==> src/rtl/fir_pkg.sv <==
// Shared definitions for the FIR datapath blocks.
//   FIR_X_W    : FIR input sample width
//   FIR_Y_W    : FIR output sample width (feeds fir_output_decimator)
//   sat_signed : clip a signed value to the range of a signed 'width'-bit word
package fir_pkg;

   localparam int FIR_X_W = 8;
   localparam int FIR_Y_W = 16;

   function automatic logic signed [31:0] sat_signed(input logic signed [31:0] value,
                                                     input int                 width);
      logic signed [31:0] hi;
      logic signed [31:0] lo;
      hi = (32'sd1 <<< (width - 1)) - 32'sd1;
      lo = -(32'sd1 <<< (width - 1));
      if (value > hi) return hi;
      if (value < lo) return lo;
      return value;
   endfunction

endpackage

==> src/rtl/fir_sync_fifo.sv <==
// Single-clock FIFO with wrap-bit pointers, so full means exactly DEPTH entries.
// A push while full is accepted only when a pop happens in the same cycle.
//   clk, reset : clock, asynchronous active-high reset (empties the FIFO)
//   push/wdata : write request and data
//   pop        : read request (ignored while empty)
//   rdata      : head entry (meaningless while empty)
//   full/empty : occupancy status
module fir_sync_fifo #(
   parameter int WIDTH = 9,
   parameter int DEPTH = 4
) (
   input  logic             clk,
   input  logic             reset,
   input  logic             push,
   input  logic [WIDTH-1:0] wdata,
   input  logic             pop,
   output logic [WIDTH-1:0] rdata,
   output logic             full,
   output logic             empty
);

   localparam int AW = $clog2(DEPTH);

   logic [AW:0]      wr_ptr_q, rd_ptr_q;
   logic [WIDTH-1:0] mem_q [DEPTH];
   logic             do_push, do_pop;

   assign empty   = (wr_ptr_q == rd_ptr_q);
   assign full    = (wr_ptr_q[AW] != rd_ptr_q[AW]) &&
                    (wr_ptr_q[AW-1:0] == rd_ptr_q[AW-1:0]);
   assign do_pop  = pop && !empty;
   assign do_push = push && (!full || do_pop);
   assign rdata   = mem_q[rd_ptr_q[AW-1:0]];

   always_ff @(posedge clk or posedge reset) begin
      if (reset) begin
         wr_ptr_q <= '0;
         rd_ptr_q <= '0;
      end else begin
         if (do_push) wr_ptr_q <= wr_ptr_q + (AW+1)'(1);
         if (do_pop)  rd_ptr_q <= rd_ptr_q + (AW+1)'(1);
      end
   end

   // Storage needs no reset: it is only observed through non-empty pointers.
   always_ff @(posedge clk) begin
      if (do_push) mem_q[wr_ptr_q[AW-1:0]] <= wdata;
   end

endmodule

==> src/rtl/fir_output_decimator.sv <==
// Keeps one of every DECIM FIR output samples, rescales it by an arithmetic
// right shift of SHIFT bits, saturates to OUT_W bits and buffers the result
// in a FIFO drained over a valid/ready handshake. Samples arriving while the
// FIFO is full (and not being popped) are dropped and flagged.
//   clk, reset : clock, asynchronous active-high reset
//   y_in       : signed FIR sample, qualified by y_valid
//   d_out      : signed decimated sample at FIFO head (0 while empty)
//   d_valid    : FIFO not empty;  d_ready : consumer accepts d_out
//   sat_flag   : pulse, the sample written this cycle was clipped
//   overflow   : sticky, a decimated sample was dropped
// Build option: define FIR_DEC_ROUND_EN to round half up before the shift;
// otherwise the shift truncates toward -inf.
module fir_output_decimator
   import fir_pkg::*;
#(
   parameter int IN_W       = FIR_Y_W,
   parameter int OUT_W      = 8,
   parameter int SHIFT      = 4,
   parameter int DECIM      = 4,
   parameter int FIFO_DEPTH = 4
) (
   input  logic             clk,
   input  logic             reset,
   input  logic [IN_W-1:0]  y_in,
   input  logic             y_valid,
   output logic [OUT_W-1:0] d_out,
   output logic             d_valid,
   input  logic             d_ready,
   output logic             sat_flag,
   output logic             overflow
);

   localparam int PW = (DECIM > 1) ? $clog2(DECIM) : 1;

`ifdef FIR_DEC_ROUND_EN
   localparam logic [IN_W:0] RND = (IN_W+1)'(1) << (SHIFT - 1);
`else
   localparam logic [IN_W:0] RND = '0;
`endif

   logic [PW-1:0]        phase_q, phase_d;
   logic                 accept;
   logic signed [IN_W:0] ext, shifted;
   logic signed [31:0]   wide, clipped;
   logic                 s1_valid_q, s1_sat_q;
   logic [OUT_W-1:0]     s1_data_q;
   logic                 sat_flag_q, overflow_q;
   logic [OUT_W:0]       fifo_rdata;
   logic                 fifo_full, fifo_empty;
   logic                 pop_fire, wr_ok;
   logic                 unused_sat;

   // Phase 0 is the keep slot, so the first valid sample after reset is kept.
   assign accept = y_valid && (phase_q == '0);

   always_comb begin
      phase_d = phase_q;
      if (y_valid) phase_d = (phase_q == PW'(DECIM - 1)) ? '0 : phase_q + PW'(1);
   end

   // One extra bit of headroom keeps the rounding addend from wrapping.
   always_comb begin
      ext     = $signed({y_in[IN_W-1], y_in} + RND);
      shifted = ext >>> SHIFT;
      wide    = 32'(shifted);
      clipped = sat_signed(wide, OUT_W);
   end

   always_ff @(posedge clk or posedge reset) begin
      if (reset) begin
         phase_q    <= '0;
         s1_valid_q <= 1'b0;
         s1_data_q  <= '0;
         s1_sat_q   <= 1'b0;
      end else begin
         phase_q    <= phase_d;
         s1_valid_q <= accept;
         if (accept) begin
            s1_data_q <= clipped[OUT_W-1:0];
            s1_sat_q  <= (clipped != wide);
         end
      end
   end

   // A full FIFO still takes the write when the head leaves in the same cycle.
   assign pop_fire = d_ready && !fifo_empty;
   assign wr_ok    = s1_valid_q && (!fifo_full || pop_fire);

   fir_sync_fifo #(
      .WIDTH (OUT_W + 1),
      .DEPTH (FIFO_DEPTH)
   ) u_fifo (
      .clk   (clk),
      .reset (reset),
      .push  (s1_valid_q),
      .wdata ({s1_sat_q, s1_data_q}),
      .pop   (d_ready),
      .rdata (fifo_rdata),
      .full  (fifo_full),
      .empty (fifo_empty)
   );

   always_ff @(posedge clk or posedge reset) begin
      if (reset) begin
         sat_flag_q <= 1'b0;
         overflow_q <= 1'b0;
      end else begin
         sat_flag_q <= wr_ok && s1_sat_q;
         overflow_q <= overflow_q || (s1_valid_q && !wr_ok);
      end
   end

   // The stored sat bit is carried with the sample but not exported.
   assign unused_sat = fifo_rdata[OUT_W];

   assign d_valid  = !fifo_empty;
   assign d_out    = fifo_empty ? '0 : fifo_rdata[OUT_W-1:0];
   assign sat_flag = sat_flag_q;
   assign overflow = overflow_q;

endmodule

==> config.mk <==
export PLATFORM = sky130hd
export DESIGN_NAME = fir_output_decimator
export DESIGN_NICKNAME = d
export VERILOG_FILES = /design/src/rtl/fir_pkg.sv /design/src/rtl/fir_sync_fifo.sv /design/src/rtl/fir_output_decimator.sv
export SDC_FILE = /design/constraint.sdc
export NUM_CORES = 1
export LEC_CHECK = 0
export CORE_MARGIN = 4
export CORE_UTILIZATION = 58
export CTS_CLUSTER_SIZE = 8
export DETAILED_ROUTE_END_ITERATION = 8
export GPL_ROUTABILITY_DRIVEN = 0
export PLACE_DENSITY = 0.84
export SYNTH_ARGS = -nofsm -noshare
export SYNTH_HDL_FRONTEND = slang
export SYNTH_SLANG_ARGS = --single-unit
==> constraint.sdc <==
create_clock -name clk -period 5.41 [get_ports clk]
set_input_delay 1.082 -clock clk [delete_from_list [all_inputs] [get_ports clk]]
set_output_delay 1.082 -clock clk [all_outputs]
set_load 0.005 [all_outputs]
; ---- Word-level counts from Yosys, hierarchy flattened
; Memories as Yosys holds them, arrays and structs flattened.
; Cells that the tools add are included.
[totals]
mem_bits_rw = 36
out_inout_bits = 11
input_bits = 20
word_cells = 42
reg_bits = 20
n_memories = 1
[memory_table]
columns = name, words, width, read_ports, rd_ports_with_merged_regs, write_ports, line_no
row1 = u_fifo.mem_q, 4, 9, 1, 0, 1, fir_sync_fifo.sv:25  ; logic [WIDTH-1:0] mem_q [DEPTH];
[op_classes]
mux = 11
eq_ne = 5
order_cmp = 2
n_addsub = 3
reduce_logical = 12
[op_table]
columns = operator, n
row1 = $mux 32, 4
row2 = $ne 32x12->1, 1
row3 = $gt 12x8->1 const B, 1
row4 = $lt 12x8->1 const B, 1
row5 = $mux 8, 1
row6 = $add 3x1->3 const B, 2
row7 = $logic_and 1x1->1, 6
row8 = $mux 1, 5
row9 = $eq 3x3->1, 1
row10 = $logic_not 1->1, 3
row11 = $add 2x1->2 const B, 1
row12 = $eq 2x2->1, 1
row13 = $eq 2x2->1 const B, 1
row14 = $logic_not 2->1, 1
row15 = $logic_or 1x1->1, 2
row16 = $mux 2, 1
row17 = $ne 1x1->1, 1

; ---- Logic depth before layout (Yosys ltp)
; Gate-level depths: netlist (run 1).
[depth]
depth_word = 8
mapped_depth = 6

; ---- Cells and area by module
; A second synthesis (run 1) with hierarchy kept.
[unflattened]
hier_cells = 155
area_unflattened_um2 = 2417.3
[modules_own_cells]
columns = module, cells_each, seq_area_each_um2, n_inst, area_per_inst_um2
row1 = fir_sync_fifo, 83, 1231.2, 1, 1704.1
row2 = fir_output_decimator, 72, 350.3, 1, 713.2

; ---- Worst setup path after synthesis (run 1)
; No wires, ideal clock.
[synth_path]
path_kind = register -> output
startpoint = register u_fifo.rd_ptr_q[0]
endpoint = output d_out[0]
t_required_ps = 4328
slack_ps = 3150
path_stages_with_launch = 5
t_arrival_ps = 1178
cell_sequence = dfrtp_1 > buf_6 > xor2_2 > nor3_2 > nor2b_1
[synth_between]
elab_chain_cells = 2
word_cells_on_any_way = 3
classes_between = 1 x eq/ne / 1 x mux / 1 x memory
[synth_rtl]
columns = element, line_no
row1 = from (decl), fir_sync_fifo.sv:24  ; logic [AW:0] wr_ptr_q, rd_ptr_q;
row2 = from (signal assigned), fir_sync_fifo.sv:41  ; if (do_pop) rd_ptr_q <= rd_ptr_q + (AW+1)'(1);
row3 = $mem_v2 4x9 / $eq 3x3->1 (equally long branches), n/a
row4 = $mux 8 *, fir_output_decimator.sv:117  ; assign d_out = fifo_empty ? '0 : fifo_rdata[OUT_W-1:0];
row5 = to (decl), fir_output_decimator.sv:26  ; output logic [OUT_W-1:0] d_out,
; Every way passes the cells marked *; elsewhere a longest branch is shown, timed or not.

; ---- Worst setup path in the final report (run 1)
[layout_path]
startpoint = register u_fifo.rd_ptr_q[0]
endpoint = output d_out[3]
; The elaborated chain is that of the path after synthesis.

==> out/metrics.csv, run 1 <==
stage,metric,value,unit
critical_path,CP Launch Point,u_fifo.rd_ptr_q[0],
detailed_routing,Final ANT Viol Nets,0,
critical_path,worst setup path category,flop to output pin,
clock_network,cts bufs inserted,5,
synthesis,Yosys top cell by area,edfxtp_1,
power_and_ir_drop,Internal Power,0.975,mW
clock_network,post-cts sizing count,0,
cells_and_area,layout cell share with drive strength beyond 1,12.4,%
critical_path,R2R depth,3,
detailed_routing,Vias,1242,
critical_path,slowest cell on the critical path,dfrtp_1,
sta,final hold vios,0,
clock_network,Max H-tree Level,2,
critical_path,CP Cell Sequence,xor2_2 -> nor3_2 -> nor2b_1 -> clkdlybuf4s50_1,
clock_network,Clock Tree Root,clkbuf_8,
synthesis,yosys synthesis warning count,0,
clock_network,# Post-CTS Setup Buffers,0,
cells_and_area,final net count,205,
sta,final-report setup violation count,0,
sta,clk_skew,4.60,ps
clock_network,CTS max path bufs,2,
cells_and_area,Layout area overhead,17.1,%
clock_network,"Clk Latency, worst-skew pair",300,ps
synthesis,Synth Instances,146,
cells_and_area,most frequent cells in the layout,"32 x edfxtp_1, 26 x clkdlybuf4s50_1, 20 x dfrtp_1, 15 x nor2b_1",
synthesis,area share of the largest cell type after synthesis,41.9,%
critical_path,WP data required,4330,ps
sta,RSZ-0062 raised after global routing,no,
sta,final max-slew violation count,0,
status,outcome,finished clean,
synthesis,sequential area share after synthesis,63.8,%
synthesis,Yosys reg bits,52,
synthesis,synth top area cells,"edfxtp_1 42%, dfrtp_1 22%, mux4_2 7.9%",
placed_design,Final HPWL DP,2.47,mm
die,Die W,70.9,microns
sta,min Tclk post-route,3500,ps
die,Initial Util,61.2,%
placed_design,number of buffers added on ports,26,
critical_path,worst stage delay on the critical path,770,ps
die,# IOs,31,
cells_and_area,final std cells w/o fill,226,
die,core area,3740,sq um
sta,final period utilization,64.6,%
critical_path,Worst Setup EP,d_out[3],
sta,maximum clock rate,0.286,GHz
sta,Worst slew margin,49.9,%
synthesis,Mapped Nets,174,
sta,final setup TNS,0,ps
synthesis,"Primary FF master, synth",edfxtp_1,
power_and_ir_drop,switching power,0.440,mW
sta,final worst setup slack,1910,ps
cells_and_area,ANT cells,0,
cells_and_area,Final Instance Area,2680,sq um
detailed_routing,DR DRC count,0,
hold_path,HP Class,flop to flop,
power_and_ir_drop,switching portion of total power,31.1,%
detailed_routing,Wirelength per Cell,14.8,microns
detailed_routing,average vias per placed instance,5.50,
global_route,GR Util All Layers,15.4,%
global_route,initial antenna violation count,0,
clock_network,CTS tree,done,
critical_path,crit start category,flop,
critical_path,CP Max Fanout,11,
power_and_ir_drop,Sequential Power Share,48.0,%
die,die area,5020,sq um
detailed_routing,Initial DRC Count,63,
cells_and_area,"most common cell after layout, fill and taps aside",edfxtp_1,
detailed_routing,Pre-antenna DRT Iters,4,
cells_and_area,Fillers,260,
clock_network,clock transition at the registers of the reported paths,80,ps
critical_path,Worst R2R Setup Slack,3200,ps
synthesis,Synth cell types,36,
power_and_ir_drop,maximum vdd drop,0.293,mV
sta,Worst-Margin Slew,750,ps
die,Rows,22,
placed_design,Placed Area,2590,sq um
placed_design,Place WS,2100,ps
global_route,Overflow after GRT,0,
synthesis,synthesized area,2290,sq um
critical_path,Worst EP arrival,2410,ps
detailed_routing,final WL,3.34,mm
power_and_ir_drop,clock share of power,15.3,%
critical_path,critical path capture point type,output pin,
synthesis,"EDFF count, synth",32,
synthesis,syn_area_per_cell,15.7,sq um
power_and_ir_drop,PwrDens,527,nW/um^2
critical_path,R2R Path Start,u_fifo.rd_ptr_q[0],
clock_network,clock sinks,52,
synthesis,Post-synth ARST share,38.5,%
global_route,first-pass GRT wire length,5.96,mm
cells_and_area,Final Util,71.7,%
global_route,number of global-route vias before repair,1313,
global_route,largest net degree at the start of global routing,21,
critical_path,Reg-to-Reg End,u_fifo.mem_q[3][6],
clock_network,"Hold-fix buffers, CTS",0,
placed_design,placed instance count,218,
power_and_ir_drop,Leak,0.964,nW
power_and_ir_drop,logic gate share of total power,36.8,%
flow_run,max_cap viols,0,
die,Die Height,70.9,microns
==> how the worst min path moves through the flow <==
stage          depth (start not counted)  startpoint        to  slack, ps
3_3_place_gp                           1    overflow  overflow        440
2_1_floorplan                          1    overflow  overflow        450
3_5_place_dp                           1    overflow  overflow        440
5_1_grt                                1    overflow  overflow        480
4_1_cts                                1    overflow  overflow        460
6_report                               1    overflow  overflow        460
==> per-layer routing <==
layer | global-route usage, % | vias up | wire (microns)
li1 | - | 606 | -
met1 | 19.6 | 591 | 1410
met2 | 25.1 | 38 | 1640
met3 | 4.97 | 7 | 227
met4 | 5.01 | 0 | 52
met5 | 0 | - | 0
==> cell usage after synthesis, types with 2 or more instances <==
| cell | n |
|---|---|
| edfxtp_1 | 32 |
| o22a_1 | 7 |
| nor4_1 | 3 |
| o21ai_0 | 3 |
| dfrtp_1 | 20 |
| and2_1 | 5 |
| ha_1 | 8 |
| nand2_1 | 6 |
| nand3b_1 | 2 |
| nor2b_1 | 15 |
| nand3_1 | 2 |
| xnor2_1 | 4 |
| mux4_2 | 8 |
| buf_6 | 2 |
| inv_1 | 7 |
| nor2_1 | 2 |
==> flip-flops by register name (all words and copies together) (netlist names) <==
| signal | count |
|---|---|
| sat_flag | 1 |
| phase_q | 2 |
| s1_data_q | 8 |
| u_fifo.mem_q | 32 |
| s1_valid_q | 1 |
| u_fifo.rd_ptr_q | 3 |
| overflow | 1 |
| s1_sat_q | 1 |
| u_fifo.wr_ptr_q | 3 |
==> metrics by stage <==
step	total power, mW	hold WS [ps]
after global placement	1.19	438
after CTS	1.43	462
after detailed placement	1.22	443
after floorplan	1.01	451
final	1.41	460
after global routing	1.52	478
==> cell type report <==
cell class                      count  area, sq um  area share [%]
Timing Repair Buffer               26          260            9.70
Multi-Input combinational cell     84          778            29.0
Clock buffer                        7         86.3            3.22
Tap cell                           48         60.1            2.24
Inverter                            8         30.0            1.12
Clock inverter                      1         7.51           0.280
Sequential cell                    52         1460            54.5
==> kinds of logic after synthesis <==
| group | share of synthesized area (%) |
|---|---|
| flops | 63.8 |
| compound gates | 7.42 |
| simple gates | 9.99 |
| buf+inv | 2.29 |
| xor+xnor | 3.82 |
| fa+ha+maj | 4.37 |
| mux | 8.35 |
==> critical path: cells and delay by family, from the launching register on <==
family        cells  cell delay, ps
xor+xnor          1             250
buf+inv           1             470
simple gates      2             630
flops             1             770
==> power by group through the flow <==
stage / registers [mW] / clock network [mW] / logic (mW)
floorplan: 0.627 / 0 / 0.380
global placement: 0.678 / 0 / 0.509
detailed placement: 0.690 / 0 / 0.527
CTS: 0.681 / 0.222 / 0.532
global route: 0.700 / 0.241 / 0.581
finish: 0.679 / 0.216 / 0.520
Note: power is estimated with default switching activity, not from simulation.
==> run 2: changes to the inputs <==
--- a/config.mk
+++ b/config.mk
@@ -6,11 +6,11 @@
 export NUM_CORES = 1
 export LEC_CHECK = 0
 export CORE_MARGIN = 4
-export CORE_UTILIZATION = 58
+export CORE_UTILIZATION = 49
 export CTS_CLUSTER_SIZE = 8
 export DETAILED_ROUTE_END_ITERATION = 8
 export GPL_ROUTABILITY_DRIVEN = 0
-export PLACE_DENSITY = 0.84
+export PLACE_DENSITY = 0.75
 export SYNTH_ARGS = -nofsm -noshare
 export SYNTH_HDL_FRONTEND = slang
 export SYNTH_SLANG_ARGS = --single-unit
==> constraint.sdc (replaced) <==
create_clock -name clk -period 2.8 [get_ports clk]
set_input_delay 0.56 -clock clk [delete_from_list [all_inputs] [get_ports clk]]
set_output_delay 0.56 -clock clk [all_outputs]
set_load 0.005 [all_outputs]
==> out/metrics.csv, run 2 (same netlist as run 1, synthesis figures left out) <==
stage,metric,value,unit,change
clock_network,Max H-tree Level,2,,unchanged
critical_path,Reg-to-Reg End,u_fifo.mem_q[2][7],,
die,core area,4440,sq um,+19%
sta,RSZ-0062 raised after global routing,no,,
sta,min Tclk post-route,2630,ps,
cells_and_area,final net count,207,,+0.98%
detailed_routing,DR DRC count,0,,unchanged
clock_network,CTS tree,done,,
die,# IOs,31,,unchanged
sta,clk_skew,9.83,ps,+5.23 ps
power_and_ir_drop,logic gate share of total power,36.9,%,about the same
clock_network,CTS max path bufs,2,,unchanged
clock_network,clock transition at the registers of the reported paths,90,ps,about the same
cells_and_area,Layout area overhead,19.5,%,
power_and_ir_drop,Internal Power,2.03,mW,+110%
power_and_ir_drop,Leak,0.992,nW,+2.9%
clock_network,"Clk Latency, worst-skew pair",300,ps,about the same
critical_path,R2R depth,3,,unchanged
power_and_ir_drop,maximum vdd drop,0.531,mV,+81%
clock_network,cts bufs inserted,5,,unchanged
global_route,number of global-route vias before repair,1360,,+3.6%
flow_run,max_cap viols,0,,unchanged
detailed_routing,Pre-antenna DRT Iters,4,,unchanged
hold_path,HP Class,flop to flop,,
cells_and_area,most frequent cells in the layout,"32 x edfxtp_1, 26 x clkdlybuf4s50_1, 18 x dfrtp_1, 15 x nor2b_1",,
critical_path,critical path capture point type,output pin,,
global_route,Overflow after GRT,0,,unchanged
sta,final setup TNS,0,ps,unchanged
cells_and_area,layout cell share with drive strength beyond 1,15.0,%,+2.6 points
critical_path,R2R Path Start,u_fifo.rd_ptr_q[1],,
detailed_routing,Final ANT Viol Nets,0,,unchanged
sta,Worst slew margin,49.4,%,-0.54 points
detailed_routing,average vias per placed instance,5.40,,-1.7%
placed_design,Final HPWL DP,2.81,mm,+14%
die,Die W,76.4,microns,+7.8%
global_route,largest net degree at the start of global routing,21,,unchanged
power_and_ir_drop,clock share of power,18.7,%,+3.4 points
sta,final-report setup violation count,0,,unchanged
clock_network,Clock Tree Root,clkbuf_8,,
die,Rows,24,,+9.1%
power_and_ir_drop,Sequential Power Share,44.4,%,-3.6 points
critical_path,crit start category,flop,,
power_and_ir_drop,switching power,0.882,mW,+100%
detailed_routing,final WL,3.88,mm,+16%
placed_design,number of buffers added on ports,26,,unchanged
clock_network,clock sinks,52,,unchanged
critical_path,CP Max Fanout,8,,-3
global_route,first-pass GRT wire length,6.60,mm,+11%
cells_and_area,"most common cell after layout, fill and taps aside",edfxtp_1,,
status,outcome,finished clean,,
die,Die Height,76.4,microns,+7.8%
clock_network,# Post-CTS Setup Buffers,0,,unchanged
sta,final hold vios,0,,unchanged
global_route,GR Util All Layers,14.5,%,-0.85 points
sta,Worst-Margin Slew,758,ps,+8.07 ps
hold_path,HP Start,overflow,,
cells_and_area,max reg flops,32,,unchanged
power_and_ir_drop,PwrDens,1060,nW/um^2,+100%
power_and_ir_drop,Overall Power,2.91,mW,+110%
power_and_ir_drop,switching portion of total power,30.3,%,-0.75 points
sta,WHS,479,ps,+19.3 ps
critical_path,Worst EP arrival,2070,ps,-340 ps
die,Initial Util,51.6,%,-9.7 points
detailed_routing,Wirelength per Cell,16.7,microns,+13%
detailed_routing,Initial DRC Count,54,,-14%
die,die area,5840,sq um,+16%
critical_path,Worst R2R Setup Slack,850,ps,-2350 ps
cells_and_area,ANT cells,0,,unchanged
sta,maximum clock rate,0.380,GHz,
critical_path,WP data required,2240,ps,-2090 ps
critical_path,worst setup path category,flop to output pin,,
sta,final period utilization,94.0,%,
global_route,initial antenna violation count,0,,unchanged
hold_path,WHS Endpoint,overflow,,
sta,final max-slew violation count,0,,unchanged
detailed_routing,Vias,1253,,+0.89%
hold_path,WHS Path Cells,1,,unchanged
-- run 2: cell types whose count changed in the layout (fill, tap and decap cells not counted), sizes merged --
cell,change
buf,+2
clkinvlp,-1
bufinv,+1
-- run 2: metrics by stage --
step	std cells	instance area [sq um]	setup WS, ps	utilization [%]
6_report	232	2740	169	61.6
5_1_grt	232	2740	74.0	61.6
4_1_cts	232	2740	42.9	61.6
3_5_place_dp	224	2610	381	58.7
3_3_place_gp	224	2610	444	58.7
2_1_floorplan	146	2290	1060	-
-- run 2: routing by layer --
metal	vias to the layer above	GRT usage, %	share of wire, %
met3	6	4.73	4.8
met1	607	18.4	44
li1	609	-	-
met5	-	0	0
met2	31	23.9	50
met4	0	4.35	1.4
-- run 2: worst max-delay path by stage --
stage / from / end / slack [ps]
floorplan: u_fifo.rd_ptr_q[0] / d_out[0] / 1060
global placement: u_fifo.rd_ptr_q[1] / d_out[1] / 440
detailed placement: u_fifo.rd_ptr_q[1] / d_out[1] / 380
CTS: u_fifo.rd_ptr_q[1] / d_out[1] / 40
global route: u_fifo.rd_ptr_q[0] / d_out[2] / 70
finish: u_fifo.rd_ptr_q[0] / d_out[7] / 170
-- run 2: critical path, stage by stage (launching register included) --
cell,delay [ps]
dfrtp_2,440
buf_4,230
mux4_2,520
nor2b_1,140
clkdlybuf4s50_1,430
-- run 2: final cells by class --
| cell class | instances | area (sq um) |
|---|---|---|
| Tap cell | 52 | 65.1 |
| Clock buffer | 7 | 96.3 |
| Timing Repair Buffer | 28 | 275 |
| Inverter | 8 | 30.0 |
| Clock inverter | 1 | 30.0 |
| Sequential cell | 52 | 1460 |
| Multi-Input combinational cell | 84 | 778 |
| Fill cell | 320 | 1710 |
-- run 2: timing repair --
| item | 4_1_cts | 5_1_grt |
|---|---|---|
| setup endpoints to repair | 0 | 8 |
| resized for setup | 0 | 2 |
| hold buffers | 0 | 0 |
-- run 2: power by group through the flow --
stage               clock network, mW  logic (mW)  registers (mW)
detailed placement                  0        1.09            1.31
finish                          0.544        1.07            1.29
floorplan                           0       0.734            1.21
global route                    0.585        1.18            1.33
CTS                             0.549        1.10            1.29
global placement                    0        1.05            1.28
